<file path="src/rtl/ni_packetizer.sv">
// Network-interface packetizer: turns a send request plus payload words into
// head/body/tail flits for one router input port, with per-VC credit flow control.
module ni_packetizer #(
  parameter logic [3:0]  MY_XPOS   = 4'd0,
  parameter logic [3:0]  MY_YPOS   = 4'd0,
  parameter int unsigned BUF_DEPTH = 4
) (
  input  logic        clk,
  input  logic        rst_,
  input  logic        req_valid,
  output logic        req_ready,
  input  logic        req_um,
  input  logic [7:0]  req_dst,
  input  logic [15:0] req_mdst,
  input  logic [1:0]  req_vch,
  input  logic [3:0]  req_len,
  input  logic        pld_valid,
  input  logic [31:0] pld_data,
  output logic        pld_ready,
  input  logic [3:0]  credit_in,
  output logic [35:0] odata,
  output logic        ovalid,
  output logic        busy,
  output logic        cred_err
);

  localparam int unsigned NUM_VC = 4;
  localparam int unsigned CW     = $clog2(BUF_DEPTH + 1);
  localparam int unsigned FW     = 36;

  typedef enum logic [1:0] {
    S_IDLE = 2'd0,
    S_HEAD = 2'd1,
    S_BODY = 2'd2
  } state_t;

  state_t          r_state;
  state_t          w_state_nxt;
  logic            r_um;
  logic [7:0]      r_dst;
  logic [15:0]     r_mdst;
  logic [1:0]      r_vch;
  logic [3:0]      r_len;
  logic [3:0]      r_rem;
  logic [CW-1:0]   r_cred [NUM_VC];
  logic [FW-1:0]   r_odata;
  logic            r_ovalid;
  logic            r_cred_err;

  logic            w_cred_ok;
  logic            w_emit;
  logic            w_accept;
  logic [3:0]      w_rem_nxt;
  logic [FW-1:0]   w_flit;
  logic [31:0]     w_head_pld;
  logic [NUM_VC-1:0] w_dec;

  assign w_head_pld = {r_um, 3'b000, r_len, MY_XPOS, MY_YPOS,
                       r_um ? r_mdst : {8'h00, r_dst}};

  // Next-state and flit decision; credit check uses the pre-update count.
  always_comb begin
    w_state_nxt = r_state;
    req_ready   = 1'b0;
    pld_ready   = 1'b0;
    w_emit      = 1'b0;
    w_accept    = 1'b0;
    w_rem_nxt   = r_rem;
    w_flit      = '0;
    w_dec       = '0;
    w_cred_ok   = (r_cred[r_vch] != '0);
    case (r_state)
      S_IDLE: begin
        req_ready = 1'b1;
        if (req_valid) begin
          w_accept    = 1'b1;
          w_rem_nxt   = req_len;
          w_state_nxt = S_HEAD;
        end
      end
      S_HEAD: begin
        if (w_cred_ok) begin
          w_emit      = 1'b1;
          w_flit      = {(r_len == 4'd0) ? 2'b11 : 2'b00, r_vch, w_head_pld};
          w_state_nxt = (r_len == 4'd0) ? S_IDLE : S_BODY;
        end
      end
      S_BODY: begin
        if (pld_valid && w_cred_ok) begin
          pld_ready = 1'b1;
          w_emit    = 1'b1;
          w_flit    = {(r_rem == 4'd1) ? 2'b10 : 2'b01, r_vch, pld_data};
          w_rem_nxt = r_rem - 4'd1;
          if (r_rem == 4'd1) begin
            w_state_nxt = S_IDLE;
          end
        end
      end
      default: w_state_nxt = S_IDLE;
    endcase
    if (w_emit) begin
      w_dec[r_vch] = 1'b1;
    end
  end

  always_ff @(posedge clk) begin
    if (!rst_) begin
      r_state  <= S_IDLE;
      r_um     <= 1'b0;
      r_dst    <= '0;
      r_mdst   <= '0;
      r_vch    <= '0;
      r_len    <= '0;
      r_rem    <= '0;
      r_odata  <= '0;
      r_ovalid <= 1'b0;
    end else begin
      r_state  <= w_state_nxt;
      r_rem    <= w_rem_nxt;
      r_ovalid <= w_emit;
      if (w_emit) begin
        r_odata <= w_flit;
      end
      if (w_accept) begin
        r_um   <= req_um;
        r_dst  <= req_dst;
        r_mdst <= req_mdst;
        r_vch  <= req_vch;
        r_len  <= req_len;
      end
    end
  end

  // Credit counters: a return and an emission on the same VC cancel out.
  always_ff @(posedge clk) begin
    if (!rst_) begin
      for (int v = 0; v < NUM_VC; v++) begin
        r_cred[v] <= CW'(BUF_DEPTH);
      end
      r_cred_err <= 1'b0;
    end else begin
      for (int v = 0; v < NUM_VC; v++) begin
        if (credit_in[v] && !w_dec[v]) begin
          if (r_cred[v] == CW'(BUF_DEPTH)) begin
            r_cred_err <= 1'b1;
          end else begin
            r_cred[v] <= r_cred[v] + CW'(1);
          end
        end else if (w_dec[v] && !credit_in[v]) begin
          r_cred[v] <= r_cred[v] - CW'(1);
        end
      end
    end
  end

  assign odata    = r_odata;
  assign ovalid   = r_ovalid;
  assign cred_err = r_cred_err;
  assign busy     = (r_state != S_IDLE) || r_ovalid;

endmodule
</file>
<file path="config.mk">
export PLATFORM = sky130hd
export DESIGN_NAME = ni_packetizer
export DESIGN_NICKNAME = d
export VERILOG_FILES = /design/src/rtl/ni_packetizer.sv
export SDC_FILE = /design/constraint.sdc
export NUM_CORES = 1
export LEC_CHECK = 0
export CAP_MARGIN = 15
export CORE_UTILIZATION = 40
export DETAILED_ROUTE_END_ITERATION = 16
export PLACE_DENSITY = 0.66
export SETUP_SLACK_MARGIN = 0.15
export SLEW_MARGIN = 20
export SYNTH_ARGS = -nofsm -noshare
export SYNTH_HDL_FRONTEND = slang
export SYNTH_SLANG_ARGS = --single-unit
</file>
<file path="constraint.sdc">
create_clock -name clk -period 4.3 [get_ports clk]
set_input_delay 0.86 -clock clk [delete_from_list [all_inputs] [get_ports clk]]
set_output_delay 0.86 -clock clk [all_outputs]
set_load 0.02 [all_outputs]
</file>
==> results of run 1 <==
-- kinds of logic after synthesis --
family | synth area share
buf+inv | 0.0426
simple gates | 0.222
flops | 0.432
xor+xnor | 0.00398
mux | 0.0395
compound gates | 0.223
fa+ha+maj | 0.0364
-- metal layers --
metal / vias to the layer above / share of wire
li1: 1957 / -
met1: 1840 / 0.46
met2: 117 / 0.47
met3: 12 / 0.049
met4: 0 / 0.017
met5: - / 0
-- power breakdown --
part / switching [W] / leakage (nW) / internal, W / total (W)
Sequential: 0.000104 / 0.743 / 0.000989 / 0.00109
Combinational: 0.000562 / 1.24 / 0.000415 / 0.000977
Clock: 0.000323 / 0.113 / 0.000337 / 0.000660
Total: 0.000988 / 2.09 / 0.00174 / 0.00273
-- registers in the layout, summed over array words and instances (netlist names), named ones only --
name,cells
r_dst,8
cred_err,1
ovalid,1
r_mdst,16
r_state,2
r_vch,2
r_um,1
odata,36
r_len,4
r_rem,4
r_cred,12
-- stage by stage --
step                utilization  hold slack [ps]  instance area [µm²]  setup WS (ps)  total power [W]
global route              0.554              493                 5820            579          0.00290
detailed placement        0.532              456                 5590            502          0.00208
CTS                       0.553              471                 5820            877          0.00274
floorplan                     -              440                 4400           1200          0.00170
finish                    0.554              466                 5820            842          0.00273
global placement          0.532              450                 5590            600          0.00206
-- area by class of cell --
type | instances | area, µm²
clock buffers | 10 | 128
clock inverters | 6 | 97.6
fillers | 977 | 4690
inverters | 15 | 56.3
multi-input cells | 357 | 2320
flip-flops and latches | 89 | 1900
well taps | 136 | 170
repair buffers | 116 | 1140
-- critical path: stages --
cell and delay, ps:
clkdlybuf4s50_1 540, a21oi_1 190, or4_1 600, a21oi_1 290, nand2_1 120, fa_1 440, nor3_1 190, o21ai_0 120
a21bo_2 220
-- synthesized netlist by cell type, types with 6 or more instances --
master / n
nand2_1: 90
dfxtp_1: 77
a21boi_0: 35
o21ai_0: 32
nor2_1: 23
clkbuf_1: 22
inv_1: 15
a21oi_1: 14
nor2b_1: 14
a221oi_1: 12
edfxtp_1: 12
a32oi_1: 11
mux2_2: 11
buf_2: 9
a22oi_1: 8
ha_1: 8
nand2b_1: 8
nand3_1: 7
and2_1: 6
nor3b_1: 6
-- worst max path at each step --
stage,from,to,slack [ps],cells past startpoint
2_1_floorplan,pld_valid,r_cred[1][2],1200,9
3_3_place_gp,pld_valid,r_cred[1][2],600,10
3_5_place_dp,pld_valid,r_cred[0][2],500,9
4_1_cts,pld_valid,r_cred[0][2],880,9
5_1_grt,r_state[0],r_cred[1][2],580,11
6_report,pld_valid,r_cred[0][2],840,9
==> impl_metrics.yaml, run 1 <==
grt:
  met1_usage: 0.293
  overflow: 0
  grt_pass1_vias: 3851
  grt_usage: 0.216
  grt_pass1_wl_mm: 19.4
  met3_usage: 0.0316
  grt-busiest-layer: "met2"
  met2_usage: 0.346
  antenna_found_initial: 0
  grt_max_degree: 66
sta:
  period_share: 0.804
  setup_violations: 0
  slew_viol_final: 0
  finalHoldViolations: 0
  setup_tns_ps: 0
  skew_ps: 14.2
  max_clock_freq_mhz: 289
  worstMarginPinSlew_ps: 756
  relSlewSlack: 0.493
  min_period_ps: 3460
  rsz0062_at_grt: "false"
synthesis:
  syn_nets: 575
  synth_edf_count: 12
  postSynth.asyncResetShare: 0
  ys_seq_elements: 89
  yosys-top-cells-area: "dfxtp_1 35%, edfxtp_1 8.2%, nand2_1 7.7%, a21boi_0 6.0%, o21ai_0 3.6%"
  netlist-cell-type-count: 59
  synth_seq_area_share: 0.432
  yosys.area.top_type_share: 0.350
  synth_area_leader_cell: "dfxtp_1"
  syn_inst: 493
  syn_avg_cell_area_um2: 8.93
  syn_area_um2: 4400
  synth_warnings: 0
  ys.flop_type: "dfxtp_1"
run_status:
  status: "finished clean"
layout:
  final_cells: 729
  final_common_cell: "clkdlybuf4s50_1"
  nets: 670
  area_delta_synth_final_pct: 32.1
  mostFrequentLayoutCells: "110 x clkdlybuf4s50_1, 89 x nand2_1, 77 x dfxtp_1, 35 x a21boi_0, 32 x o21ai_0"
  drive_above_1_share: 0.0877
  antennaDiodeCount: 0
worst_setup_path:
  required_ps: 4410
  r2r_start: "r_state[0]"
  cp.arrival_ps: 3570
  worstReg2RegEnd: "r_cred[0][2]"
  crit_path_start_kind: "primary input"
  r2r_setup_slack_ps: 870
  end_kind: "flop"
  criticalPathCategory: "in2reg"
  crit_fanout: 5
  reg2reg_depth: 10
worst_hold_path:
  min-delay-start: "r_mdst[0]"
  worstHoldPathType: "reg2reg"
  hold_depth: 2
  worstHoldEndpoint: "r_mdst[0]"
power_and_ir_drop:
  p_leak_nw: 2.09
  cellPowerDensity_nw_per_um2: 469
  ir_drop_mv: 0.222
drt:
  wl_per_cell_um: 16.2
  drtPass1Iterations: 5
  routed_wl_mm: 11.8
  drt-initial-drc-count: 174
  route.detailed.drc: 0
  vias: 3926
  viasPerCell: 5.39
  drtAntennaViolNets: 0
clocking:
  cts_root_buf: "clkbuf_8"
  htree_levels: 3
  hold_buffers: 0
  post_cts_buffers: 0
  clkSlewWorstSetupHoldPaths_ps: 80
  cts_made_buffers: 9
  clock_path_buffers: 2
  clk_latency_ps: 360
  cts_resized: 0
  cts_tree: "done"
  clock_sinks: 89
floorplanning:
  die_h_um: 107
  start_util: 0.419
  io_pins: 112
  core-area_um2: 10500
  die_area_um2: 11400
  row_count: 37
  die_x_um: 107
placement:
  place_inst: 713
  routabilityCongestion: 0.788
  post-dp-hpwl_mm: 8.40
  io_buffers: 111
job:
  max-cap-violations: 0
No activity file was read; power rests on OpenSTA's default activity.
==> run 2: changes to the inputs <==
- PLACE_DENSITY: 0.66 -> 0.69
- clock period: 4.3 -> 2.85 ns (I/O delays scaled with it)
==> run 2 against run 1 <==
Clock-buffer cell count is 1 higher. Clock skew is 0.69 ps lower. Sequential share of layout area is 1.3 points lower. Cell area is 4.6% higher. Combinational power is 69% higher. Power is 53% higher. Die area stayed put. Setup slack worse by 760 ps. First-iteration DRC count is 69% higher. Global-route usage is 0.27 points higher. Wire length is 0.84% higher. Sequential cell count stayed put. Critical endpoint is now r_cred[1][2].
==> impl_metrics.yaml, run 2 (synthesis results as in run 1) <==
placement:
  post-dp-hpwl_mm: 8.65
  placed_cell_area_um2: 5760
  routabilityCongestion: 0.813
  io_buffers: 111
layout:
  final_common_cell: "clkdlybuf4s50_1"
  final_util: 0.579
  multiInputGateArea_um2: 2450
  mostFrequentLayoutCells: "108 x clkdlybuf4s50_1, 89 x nand2_1, 75 x dfxtp_1, 35 x a21boi_0, 31 x o21ai_0"
  fillers: 899
  area_delta_synth_final_pct: 38.1
  stdcell_area_um2: 6080
  drive_above_1_share: 0.147
  antennaDiodeCount: 0
  largest_reg_flops: 36
  seq_area_um2: 1910
  nets: 691
drt:
  wl_per_cell_um: 15.9
  route.detailed.drc: 0
  drt-initial-drc-count: 294
  routed_wl_mm: 11.9
  viasPerCell: 5.40
  drtAntennaViolNets: 0
  vias: 4051
  drtPass1Iterations: 4
sta:
  skew_ps: 13.5
  relSlewSlack: 0.254
  rsz0062_at_grt: "true"
  period_share: 0.972
  worstMarginPinSlew_ps: 1120
  min_period_ps: 2770
  max_clock_freq_mhz: 361
  setup_violations: 0
  slew_viol_final: 0
  finalHoldViolations: 0
power_and_ir_drop:
  swShare: 0.371
  ir_drop_mv: 0.308
  cellPowerDensity_nw_per_um2: 684
  power_switching_w: 0.00154
  p_seq_frac: 0.401
  p_leak_nw: 2.21
  pwr-share-comb: 0.395
  power.internal_w: 0.00262
  p_clk_frac: 0.204
grt:
  antenna_found_initial: 0
  grt_pass1_wl_mm: 19.4
  grt_pass1_vias: 4013
  grt_max_degree: 48
  overflow: 0
  grt_usage: 0.218
clocking:
  clkSlewWorstSetupHoldPaths_ps: 90
  cts_tree: "done"
  htree_levels: 3
  clock_sinks: 89
  cts_made_buffers: 9
  clock_path_buffers: 2
  cts_root_buf: "clkbuf_8"
  clk_latency_ps: 370
worst_setup_path:
  worstReg2RegEnd: "r_cred[1][2]"
  crit_fanout: 3
  required_ps: 3080
  r2r_setup_slack_ps: 80
  crit_path_cell_trace: "inv_4 -> ha_4 -> nand2_2 -> nor4_4 -> nor2_4 -> or4_4 -> fa_2 -> xor2_2 -> and3_1 -> mux2_4 -> nand2_1"
  crit_slowest_cell: "or4_4"
  reg2reg_depth: 11
  crit_path_start_kind: "flop"
  criticalPathCategory: "reg2reg"
  end_kind: "flop"
  cp_slowest_stage_delay_ps: 490
  r2r_start: "r_state[0]"
  cp.arrival_ps: 3000
floorplanning:
  row_count: 37
  start_util: 0.419
  io_pins: 112
  die_area_um2: 11400
  die_h_um: 107
  die_x_um: 107
  core-area_um2: 10500
worst_hold_path:
  min-delay-start: "r_dst[6]"
  worstHoldPathType: "reg2reg"
  hold_depth: 2
  worstHoldEndpoint: "r_dst[6]"
run_status:
  status: "finished clean"
job:
  max-cap-violations: 0
[run 2: changes by cell type in the layout (fill, tap and decap cells not counted), sizes merged, moves of 2 or more]
cell	before	now
dlygate4sd2	0	2
bufinv	2	0
buf	6	27
clkdlybuf4s50	110	108
[run 2: final cells by class]
| class | count | area share |
|---|---|---|
| clock inverters | 5 | 0.00576 |
| multi-input cells | 357 | 0.403 |
| well taps | 136 | 0.0280 |
| inverters | 15 | 0.00967 |
| repair buffers | 137 | 0.216 |
| flip-flops and latches | 89 | 0.313 |
| clock buffers | 11 | 0.0251 |
[run 2: what timing repair did]
item / CTS / global route
endpoints found under the setup margin: 4 / 6
hold buffers: 0 / 0
pin swaps: 7 / 0
resized for setup: 15 / 6
buffers inserted: 5 / 0
[run 2: worst max path at each step]
stage	end	slack [ps]	from
floorplan	r_cred[1][2]	60	r_state[0]
global placement	r_cred[0][2]	-270	pld_valid
detailed placement	r_cred[0][2]	-380	pld_valid
CTS	r_cred[1][2]	100	r_state[0]
global route	r_cred[1][2]	-20	r_state[0]
finish	r_cred[1][2]	80	r_state[0]
[run 2: stage by stage]
stage                     total power (W)  TNS, ps  hold WS [ps]  instances  setup slack [ps]
final                             0.00416        0           465        750              79.4
after global routing              0.00442    -16.3           484        750             -16.3
after CTS                         0.00418        0           467        750               101
after detailed placement          0.00325    -1160           460        729              -382
after global placement            0.00319     -787           447        729              -269
after floorplan                   0.00259        0           440        493              61.7
[run 2: worst max-delay path: cells and delay by family (launching register included)]
kind	cells	cell delay, ps
flops	1	390
fa+ha+maj	2	670
buf+inv	1	50
simple gates	6	1090
xor+xnor	1	150
mux	1	270
[run 2: power by group through the flow]
| stage | registers [W] | logic [W] | clock network [W] |
|---|---|---|---|
| global route | 0.00169 | 0.00179 | 0.000936 |
| floorplan | 0.00176 | 0.000835 | 0 |
| global placement | 0.00166 | 0.00153 | 0 |
| detailed placement | 0.00168 | 0.00157 | 0 |
| finish | 0.00167 | 0.00165 | 0.000849 |
| CTS | 0.00166 | 0.00164 | 0.000869 |
[run 2: per-layer routing]
layer,global-route usage,wire (µm),share of wire
met1,0.275,5430,0.46
met2,0.363,5720,0.48
met3,0.0395,432,0.036
met4,0.0988,349,0.029
met5,0,0,0
